<file path="src/rtl/seq_det_pkg.sv">
// Shared types for the 1011 sequence detector: controller and core state
// encodings plus the pattern being searched for.
package seq_det_pkg;

    localparam logic [3:0] PATTERN = 4'b1011;

    typedef enum logic [1:0] {
        IDLE  = 2'd0,
        SHIFT = 2'd1,
        FLUSH = 2'd2,
        DONE  = 2'd3
    } ctrl_state_e;

    typedef enum logic [2:0] {
        S0 = 3'd0,
        S1 = 3'd1,
        S2 = 3'd2,
        S3 = 3'd3,
        S4 = 3'd4
    } core_state_e;

endpackage

</file>
<file path="src/rtl/seq_det_core.sv">
// Overlapping Moore detector for 1011; advances only on step, out is state==S4
// one cycle after the completing step; no backpressure, clr forces S0.
module seq_det_core
    import seq_det_pkg::*;
(
    input  logic clk,
    input  logic rst,
    input  logic clr,
    input  logic step,
    input  logic in,
    output logic out
);

    core_state_e state;
    core_state_e state_nxt;

    always_comb begin
        state_nxt = state;
        if (step) begin
            case (state)
                S0:      state_nxt = in ? S1 : S0;
                S1:      state_nxt = in ? S1 : S2;
                S2:      state_nxt = in ? S3 : S0;
                S3:      state_nxt = in ? S4 : S2;
                S4:      state_nxt = in ? S1 : S2;
                default: state_nxt = S0;
            endcase
        end
    end

    always_ff @(posedge clk) begin
        if (rst || clr) begin
            state <= S0;
        end else begin
            state <= state_nxt;
        end
    end

    assign out = (state == S4);

endmodule

</file>
<file path="src/rtl/seq_det_ctrl.sv">
// Word-serial 1011 counter: accept in IDLE, WORD_W shift cycles, FLUSH, DONE; done at accept+WORD_W+2.
// in_ready only in IDLE (words held off otherwise). SEQ_DET_CTRL_CARRY_EN keeps detector state across words.
module seq_det_ctrl
    import seq_det_pkg::*;
#(
    parameter int WORD_W = 8
) (
    input  logic                      clk,
    input  logic                      rst,
    input  logic [WORD_W-1:0]         in_data,
    input  logic                      in_valid,
    output logic                      in_ready,
    output logic                      hit,
    output logic [$clog2(WORD_W):0]   hit_count,
    output logic                      busy,
    output logic                      done
);

    localparam int CNT_W = $clog2(WORD_W);
    localparam int HC_W  = $clog2(WORD_W) + 1;
    localparam logic [CNT_W-1:0] LAST_BIT = CNT_W'(WORD_W - 1);

    ctrl_state_e        state;
    logic [WORD_W-1:0]  shreg;
    logic [CNT_W-1:0]   bit_cnt;
    logic [HC_W-1:0]    count;
    logic               step;
    logic               step_q;
    logic               accept;
    logic               core_clr;
    logic               core_out;
    logic               hit_raw;

    assign accept  = in_valid && (state == IDLE);
    assign step    = (state == SHIFT);
    assign hit_raw = core_out && step_q;

`ifdef SEQ_DET_CTRL_CARRY_EN
    assign core_clr = 1'b0;
`else
    assign core_clr = accept;
`endif

    seq_det_core u_core (
        .clk  (clk),
        .rst  (rst),
        .clr  (core_clr),
        .step (step),
        .in   (shreg[WORD_W-1]),
        .out  (core_out)
    );

    always_ff @(posedge clk) begin
        if (rst) begin
            state   <= IDLE;
            shreg   <= '0;
            bit_cnt <= '0;
            count   <= '0;
            step_q  <= 1'b0;
        end else begin
            step_q <= step;
            if (accept) begin
                count <= '0;
            end else if (hit_raw) begin
                count <= count + HC_W'(1);
            end
            case (state)
                IDLE: begin
                    if (accept) begin
                        shreg   <= in_data;
                        bit_cnt <= '0;
                        state   <= SHIFT;
                    end
                end
                SHIFT: begin
                    shreg   <= shreg << 1;
                    bit_cnt <= bit_cnt + CNT_W'(1);
                    if (bit_cnt == LAST_BIT) begin
                        state <= FLUSH;
                    end
                end
                FLUSH:   state <= DONE;
                DONE:    state <= IDLE;
                default: state <= IDLE;
            endcase
        end
    end

    // Outputs are forced to their idle values while rst is held, not just after it.
    assign in_ready  = (state == IDLE) || rst;
    assign hit       = hit_raw && !rst;
    assign busy      = ((state == SHIFT) || (state == FLUSH)) && !rst;
    assign done      = (state == DONE) && !rst;
    assign hit_count = rst ? '0 : count;

endmodule

</file>
<file path="config.mk">
export PLATFORM = sky130hd
export DESIGN_NAME = seq_det_ctrl
export DESIGN_NICKNAME = d
export VERILOG_FILES = /design/src/rtl/seq_det_pkg.sv /design/src/rtl/seq_det_core.sv /design/src/rtl/seq_det_ctrl.sv
export SDC_FILE = /design/constraint.sdc
export NUM_CORES = 1
export LEC_CHECK = 0
export ABC_CLOCK_PERIOD_IN_PS = 4600
export BUFFER_PORTS_ARGS = -buffer_cell sky130_fd_sc_hd__buf_2
export CORE_MARGIN = 10
export CORE_UTILIZATION = 58
export CTS_CLUSTER_DIAMETER = 100
export DETAILED_ROUTE_END_ITERATION = 8
export HOLD_SLACK_MARGIN = 0.08
export PLACE_DENSITY_LB_ADDON = 0.2
export SLEW_MARGIN = 20
export SYNTH_ARGS = -nofsm -noshare
export SYNTH_HDL_FRONTEND = slang
export SYNTH_HIERARCHICAL = 1
export SYNTH_SLANG_ARGS = --single-unit
</file>
<file path="constraint.sdc">
create_clock -name clk -period 4.6 [get_ports clk]
set_input_delay 0.69 -clock clk [delete_from_list [all_inputs] [get_ports clk]]
set_output_delay 0.69 -clock clk [all_outputs]
set_load 0.005 [all_outputs]
</file>
* After elaboration in Yosys (flattened, before gate mapping) *
Cells that the tools add are included.
Widths: inputs -> output; s select.

operators by class
  reduce and logical (&&, ||, !) cells = 16
  $add $sub $neg = 2
  multiplexer cells = 13
  eq/ne operators = 10

operator list
  cell                 number
  $pmux 8 s2           1
  $pmux 3 s4           1
  $mux 2               4
  $mux 8               1
  $pmux 2 s4           1
  $eq 3x2->1 const B   2
  $eq 3x3->1 const B   2
  $mux 3               2
  $pmux 3 s2           1
  $logic_and 1x1->1    5
  $add 4x1->4 const B  1
  $eq 2x2->1 const B   2
  $mux 4               1
  $ne 2x1->1 const B   2
  $reduce_and 2->1     2
  $reduce_or 2->1      2
  $add 3x1->3 const B  1
  $eq 3x1->1 const B   1
  $logic_not 3->1      1
  $logic_or 1x1->1     3
  $eq 2x1->1 const B   1
  $logic_not 2->1      1
  $reduce_bool 2->1    1
  $logic_not 1->1      1
  $mux 1               1

storage, ports and cells
  logic and storage cells = 47
  register bits = 21
  input bits = 11
  output and inout bits = 8

* Depth between registers and ports, before layout *
Gate-level depths: netlist of the first run.

  depth after elaboration = 4
  gate-level depth with buffers = 7

* Hierarchy *
The synthesis of the first run kept the hierarchy.

by module, submodules not included
  module        area an instance (um^2)  times used  seq. area each (um^2)  cells each
  seq_det_ctrl  968.4                    1           360.3                  97
  seq_det_core  170.2                    1           60.1                   19

* Worst setup path before layout of the first run *
OpenSTA, ideal clock, no wires.

  path kind = input port to output port
  start = input port rst
  end = output port in_ready
  cell stages on the path = 2
  data required time = 3.910 ns
  arrival = 1.192 ns
  slack = 2.718 ns
  buffers on the path = 1
  path through = buf_1 > or2_2

on the way
  longest elaborated chain between the ends = 1

ends and longest elaborated chain
  element           line                RTL
  start, declared   seq_det_ctrl.sv:9   input logic rst,
  $logic_or 1x1->1  seq_det_ctrl.sv:90  assign in_ready = (state == IDLE) || rst;
  end, declared     seq_det_ctrl.sv:12  output logic in_ready,

Every way passes these cells.

* Worst setup path in the final report of the first run *
  start = register u_core.state[2]
  end = output port hit

on the way
  longest elaborated chain between the ends = 3

ends and longest elaborated chain
  element                 line                RTL
  start, declared         seq_det_core.sv:14  core_state_e state;
  start signal, assigned  seq_det_core.sv:35  state <= state_nxt;
  $eq 3x3->1              seq_det_core.sv:39  assign out = (state == S4);
  via core_out            seq_det_ctrl.sv:31  logic core_out;
  $logic_and 1x1->1       seq_det_ctrl.sv:36  assign hit_raw = core_out && step_q;
  $logic_and 1x1->1       seq_det_ctrl.sv:91  assign hit = hit_raw && !rst;
  end, declared           seq_det_ctrl.sv:13  output logic hit,

The timed path passes the listed nets, and every way through them passes these cells.

==> results of run 1 <==
[report_power, final]
part | switching (uW) | leakage [uW] | total (uW) | internal, uW
logic | 158 | 0.000332 | 281 | 123
clock network | 54.4 | 0.0000150 | 88.1 | 33.7
registers | 34.2 | 0.000172 | 262 | 227
total | 247 | 0.000519 | 631 | 384
[sequential cells by signal (all words and copies together) (netlist names)]
signal,count
count,4
bit_cnt,3
state,2
shreg,8
u_core/state,3
step_q,1
[layer usage]
| layer | global-route usage, % | share of wire [%] |
|---|---|---|
| met4 | 2.41 | 0.58 |
| met1 | 11.0 | 46 |
| met5 | 0 | 0 |
| met2 | 17.1 | 48 |
| met3 | 3.83 | 5.7 |
[worst min-delay path by stage]
| stage | end | depth (start not counted) | from |
|---|---|---|---|
| 2_1_floorplan | shreg[0]$_SDFFE_PP0P_ | 2 | shreg[0]$_SDFFE_PP0P_ |
| 3_3_place_gp | shreg[0]$_SDFFE_PP0P_ | 2 | shreg[0]$_SDFFE_PP0P_ |
| 3_5_place_dp | shreg[0]$_SDFFE_PP0P_ | 2 | shreg[0]$_SDFFE_PP0P_ |
| 4_1_cts | shreg[0]$_SDFFE_PP0P_ | 2 | shreg[0]$_SDFFE_PP0P_ |
| 5_1_grt | shreg[0]$_SDFFE_PP0P_ | 2 | shreg[0]$_SDFFE_PP0P_ |
| 6_report | shreg[0]$_SDFFE_PP0P_ | 2 | shreg[0]$_SDFFE_PP0P_ |
[cells in the final DEF (no fill, tap or decap)]
cell type  instances
and4bb_1           1
nand2b_1           2
nand3_1            3
xor2_1             2
nor3_1             2
mux2i_1            8
a21oi_1            5
a311oi_1           1
nor2_2             3
nor2_1            10
inv_1              5
nand2_1            6
o21ai_0            1
a32oi_1            2
clkbuf_4           3
buf_2             18
nor4_1             1
or2_2              1
or3_1              1
nor2b_1            7
a21o_1             1
or2b_1             1
a211oi_2           8
ha_1               8
and2b_2            1
o221a_2            1
nand3b_1           2
o21bai_1           1
dfxtp_1           21
mux2_4             1
and3b_1            1
o32a_1             1
a31oi_1            3
clkbuf_1           1
[worst register-to-register path, delay by kind of cell (launching register included)]
kind | cells | cell delay (ns)
fa+ha+maj | 1 | 0.72
mux | 1 | 0.43
flops | 1 | 0.35
compound gates | 1 | 0.18
buf+inv | 1 | 0.13
simple gates | 1 | 0.08
[cell type report]
class                   count  area, sq um
multi-input cells          85          656
flip-flops and latches     21          420
clock buffers               4         26.3
inverters                   5         18.8
repair buffers             18         90.1
fillers                   153          559
well taps                  25         31.3
[cells by family (layout without fill, tap and decap cells)]
logic type | Yosys count | count (layout) | share of synthesized area [%]
xor+xnor | 2 | 2 | 1.54
fa+ha+maj | 8 | 8 | 8.79
compound gates | 24 | 24 | 18.6
simple gates | 42 | 42 | 20.3
flops | 21 | 21 | 36.9
mux | 9 | 9 | 8.35
buf+inv | 10 | 27 | 5.49
[per-stage QoR]
step | cell area (sq um) | setup slack [ns] | utilization (%)
final | 1240 | 2.39 | 69.0
after global routing | 1240 | 2.20 | 69.0
after CTS | 1240 | 2.39 | 69.0
after detailed placement | 1220 | 2.47 | 67.5
after global placement | 1220 | 2.47 | 67.5
after floorplan | 1140 | 2.72 | -
==> results.yml, run 1 <==
outcome:
  status: "completed"
logic_synthesis:
  syn-num-nets: 135
  synth_seq_cells: 21
  synthArstFlopShare_pct: 0
  synth_cell_types: 35
  yosysWarnings: 6
  synth.most_common_cell: "dfxtp_1"
  synth_area_leaders: "dfxtp_1 (37%), a211oi_2 (8.8%), ha_1 (8.8%)"
  seq_area_frac_synth_pct: 36.9
  synth_edf_count: 0
  synth_area_sq_mm: 0.00114
  synthFlopType: "dfxtp_1"
  yosysTopAreaCell: "dfxtp_1"
  synthCells: 116
  synthTopCellsByCount: "dfxtp_1 (21), nor2_1 (10), a211oi_2 (8), ha_1 (8), mux2i_1 (8)"
  postSynthAreaPerCell_sq_um: 9.82
  synth_top_area_share_pct: 36.9
power:
  leakage_uw: 0.000519
  vdd_drop_max_mv: 0.281
  total_power_uw: 631
  p_per_area_mw_per_mm2: 508
clock_network:
  ctsResizeCount: 0
  cts_hold_buf: 0
  cts_sinks: 21
  clkTransAtPathRegs_ns: 0.12
  cts_buffers: 3
  clock_path_buffers: 2
  cts_setup_buffers: 0
  cts_tree: "built"
  clk_latency_ns: 0.29
  clockRootBuffer: "clkbuf_4"
  cts_max_level: 1
sta:
  fmax_ghz: 0.453
  timing_worst_slew_pin_value_ns: 0.826
  holdWs_ns: 0.468
  final.setup_skew_ns: 0.00180
  drv_slew: 0
  finalSetupTns_ns: 0
  hold_viol_final: 0
  slew_headroom_pct: 45.0
  fin_crit_sh_pct: 48.0
  rsz0062_at_grt: "false"
  setup_viol: 0
  period_minus_slack_ns: 2.21
routing:
  ant_nets: 0
  post-route-drc-count: 0
  viasPerCell: 5.39
  drtPass1Iterations: 4
  route.vias.total: 851
  wl_mm: 2.05
  wl_per_cell_microns: 13.0
  initialDrtViolationCount: 20
setup_path:
  critPathMaxStageDelay_ns: 0.42
  crit_required_ns: 3.91
  reg2reg_to: "shreg[3]$_SDFFE_PP0P_"
  arrival_ns: 1.52
  crit_start: "u_core/state[2]$_SDFFE_PP0P_"
  setup.worst_path.end_class: "output pin"
  slowest_stage: "dfxtp_1"
  crit_cells: 5
  worstSetupPathType: "reg -> out"
  path_delay_family: "simple AND/OR/NAND/NOR gates"
  critPathLaunchType: "flop"
  cp-endpoint: "hit"
  r2r-start: "state[1]$_SDFFE_PP0P_"
  cp_cell_sequence: "inv_1 -> nor3_1 -> nand2_1 -> nor2_1 -> buf_2"
  r2r_slack_ns: 2.64
  critPathMaxFanout: 6
  r2r_cells: 5
  cp.buffers_inverters: 2
worst_hold_path:
  hold_path_class: "reg -> reg"
grt:
  grt_pass1_vias: 835
  antenna_found_initial: 0
  track_usage_pct: 9.87
  grt_pass1_wl_mm: 3.48
  overflow: 0
  grt_max_degree: 27
placement:
  dp_hpwl_mm: 1.55
  dpl.cell_count: 154
  portBuffers: 18
  gp_congestion: 0.712
flow_run:
  drv_cap: 0
final_layout:
  final_cells: 158
  area_delta_synth_final_pct: 9.12
  final_net_count: 153
  drive_above_1_share_pct: 27.1
  antenna_cells: 0
floorplanning:
  die_h_microns: 64.3
  core_sq_mm: 0.00180
  die_w_microns: 64.3
  initial_core_util_pct: 63.2
  rows: 15
  die_area_sq_mm: 0.00414
  io_pins: 19
(Power assumes the default switching activity.)
==> run 2, diff against run 1 <==
- ABC_AREA: default -> 1
- ABC_CLOCK_PERIOD_IN_PS: 4600 -> 1750
- CORE_UTILIZATION: 58 -> 49
- clock period: 4.6 -> 1.75 ns (I/O delays scaled with it)
==> run 2 against run 1 <==
Global-route usage increased by 1.1 points; total power grew to 2.7 times the previous value; sequential power rose to 2.6 times the previous value; clock power grew to 2.7 times the previous value; via count is 27% higher; final area rose by 2.1%.
==> results.yml, run 2 <==
outcome:
  status: "completed"
final_layout:
  largest_reg_flops: 8
  drive_above_1_share_pct: 15.9
  antenna_cells: 0
  largest_registers: "shreg: 8 flops, count: 4 flops"
  layout_commonest_cell: "nand2_1"
  regMostFlops: "shreg"
  area_delta_synth_final_pct: 10.3
  final_net_count: 209
  layout_common_cells: "nand2_1 (45), nor2_1 (33), dfxtp_1 (21)"
logic_synthesis:
  synth_cell_types: 20
  seq_area_frac_synth_pct: 36.6
  synthCells: 170
  synth_top_area_share_pct: 36.6
  synthFlopType: "dfxtp_1"
  synth_seq_cells: 21
  synth_edf_count: 0
  synthArstFlopShare_pct: 0
  synth_area_leaders: "dfxtp_1 (37%), nand2_1 (15%), nor2_1 (11%)"
  synthTopCellsByCount: "nand2_1 (45), nor2_1 (33), dfxtp_1 (21)"
  yosysTopAreaCell: "dfxtp_1"
  syn-num-nets: 189
  postSynthAreaPerCell_sq_um: 6.76
  synth.most_common_cell: "nand2_1"
  yosysWarnings: 6
  synth_area_sq_mm: 0.00115
floorplanning:
  rows: 17
  initial_core_util_pct: 51.5
  die_h_microns: 68.4
  core_sq_mm: 0.00223
  die_w_microns: 68.4
  io_pins: 19
  die_area_sq_mm: 0.00468
clock_network:
  cts_hold_buf: 0
  clkTransAtPathRegs_ns: 0.13
  clockRootBuffer: "clkbuf_4"
  cts_max_level: 1
  cts_sinks: 21
  cts_tree: "built"
  cts_buffers: 3
  cts_setup_buffers: 0
  clk_latency_ns: 0.32
  clock_path_buffers: 2
  ctsResizeCount: 0
sta:
  rsz0062_at_grt: "false"
  holdWs_ns: 0.200
  timing_worst_slew_pin_value_ns: 0.341
  slew_headroom_pct: 77.2
  hold_viol_final: 0
  period_minus_slack_ns: 1.63
  fin_crit_sh_pct: 93.4
  setup_viol: 0
  final.setup_skew_ns: 0.0135
  drv_slew: 0
  finalSetupTns_ns: 0
  fmax_ghz: 0.612
grt:
  grt_pass1_vias: 1039
  antenna_found_initial: 0
  grt_pass1_wl_mm: 4.06
  grt_max_degree: 14
  overflow: 0
  track_usage_pct: 11.0
placement:
  portBuffers: 18
  gp_congestion: 0.741
  dp_hpwl_mm: 1.89
routing:
  ant_nets: 0
  initialDrtViolationCount: 51
  wl_per_cell_microns: 11.4
  post-route-drc-count: 0
  drtPass1Iterations: 4
  wl_mm: 2.48
  viasPerCell: 4.96
  route.vias.total: 1077
setup_path:
  slowest_stage: "dfxtp_1"
  setup.worst_path.end_class: "output pin"
  worstSetupPathType: "reg -> out"
  critPathLaunchType: "flop"
  arrival_ns: 1.37
  crit_required_ns: 1.49
  critPathMaxFanout: 5
  critPathMaxStageDelay_ns: 0.37
  cp_cell_sequence: "inv_1 -> nor3_1 -> nand2_1 -> nor2_1 -> buf_2"
power:
  total_power_uw: 1690
  p_per_area_mw_per_mm2: 1330
  leakage_uw: 0.000643
  vdd_drop_max_mv: 0.773
worst_hold_path:
  hold_path_class: "in -> reg"
flow_run:
  drv_cap: 0
==> run 2: changes by cell type after synthesis, sizes merged, moves of 3 or more <==
cell / change
nor2b: -7
nand2: +43
a31oi: -3
nand3: +5
inv: +16
nor2: +21
mux2i: -8
o21ai: +10
a211oi: -7
==> run 2: final cells by class <==
class | instances | area, sq um
clock buffer | 3 | 22.5
clock inverter | 1 | 5.00
fill | 229 | 965
inverter | 21 | 81.3
multi-input combinational | 124 | 607
sequential | 21 | 420
tap | 28 | 35.0
timing repair buffer | 19 | 97.6
==> run 2: path summary, 6_finish.rpt <==
path | startpoint | to | slack [ns] | depth (start not counted)
worst min-delay path | in_data[0] | shreg[0]$_SDFFE_PP0P_ | 0.20 | 3
worst max register to register | state[1]$_SDFFE_PP0P_ | shreg[2]$_SDFFE_PP0P_ | 0.23 | 7
worst max-delay path | u_core/state[2]$_SDFFE_PP0P_ | hit | 0.12 | 5
worst min register to register | state[1]$_SDFFE_PP0P_ | state[1]$_SDFFE_PP0P_ | 0.51 | 2
==> run 2: logic make-up (layout without fill, tap and decap cells) <==
family	count (synthesis)	count (layout)	share of synthesized area, %
compound gates	21	21	10.1
fa+ha+maj	8	8	8.71
buf+inv	25	44	10.7
flops	21	21	36.6
simple gates	95	95	33.9
==> run 2: worst max-delay path: cells and delay by family, from the launching register on <==
kind                   cells  cell delay, ns
and+or+nand+nor            3            0.46
DFF                        1            0.37
buffers and inverters      2            0.22
==> run 2: metal layers <==
metal	share of wire, %	GRT usage, %	up-vias	wire [microns]
met5	0	0	-	0
met2	51	19.5	20	1270
met1	43	11.7	486	1060
met4	2.0	6.53	0	50
met3	4.0	2.12	5	99
li1	-	-	566	-
==> run 2: through the flow <==
stage | setup WS, ns | util [%] | instances | instance area, sq um
finish | 0.115 | 56.8 | 217 | 1270
global route | 0.00512 | 56.8 | 217 | 1270
CTS | 0.108 | 56.8 | 217 | 1270
detailed placement | 0.269 | 55.6 | 213 | 1240
global placement | 0.335 | 55.6 | 213 | 1240
floorplan | 0.527 | - | 170 | 1150
==> run 2: power breakdown <==
group / switching [uW] / internal (uW)
Sequential: 81.1 / 599
Clock: 155 / 85.6
Combinational: 507 / 265
Total: 743 / 950
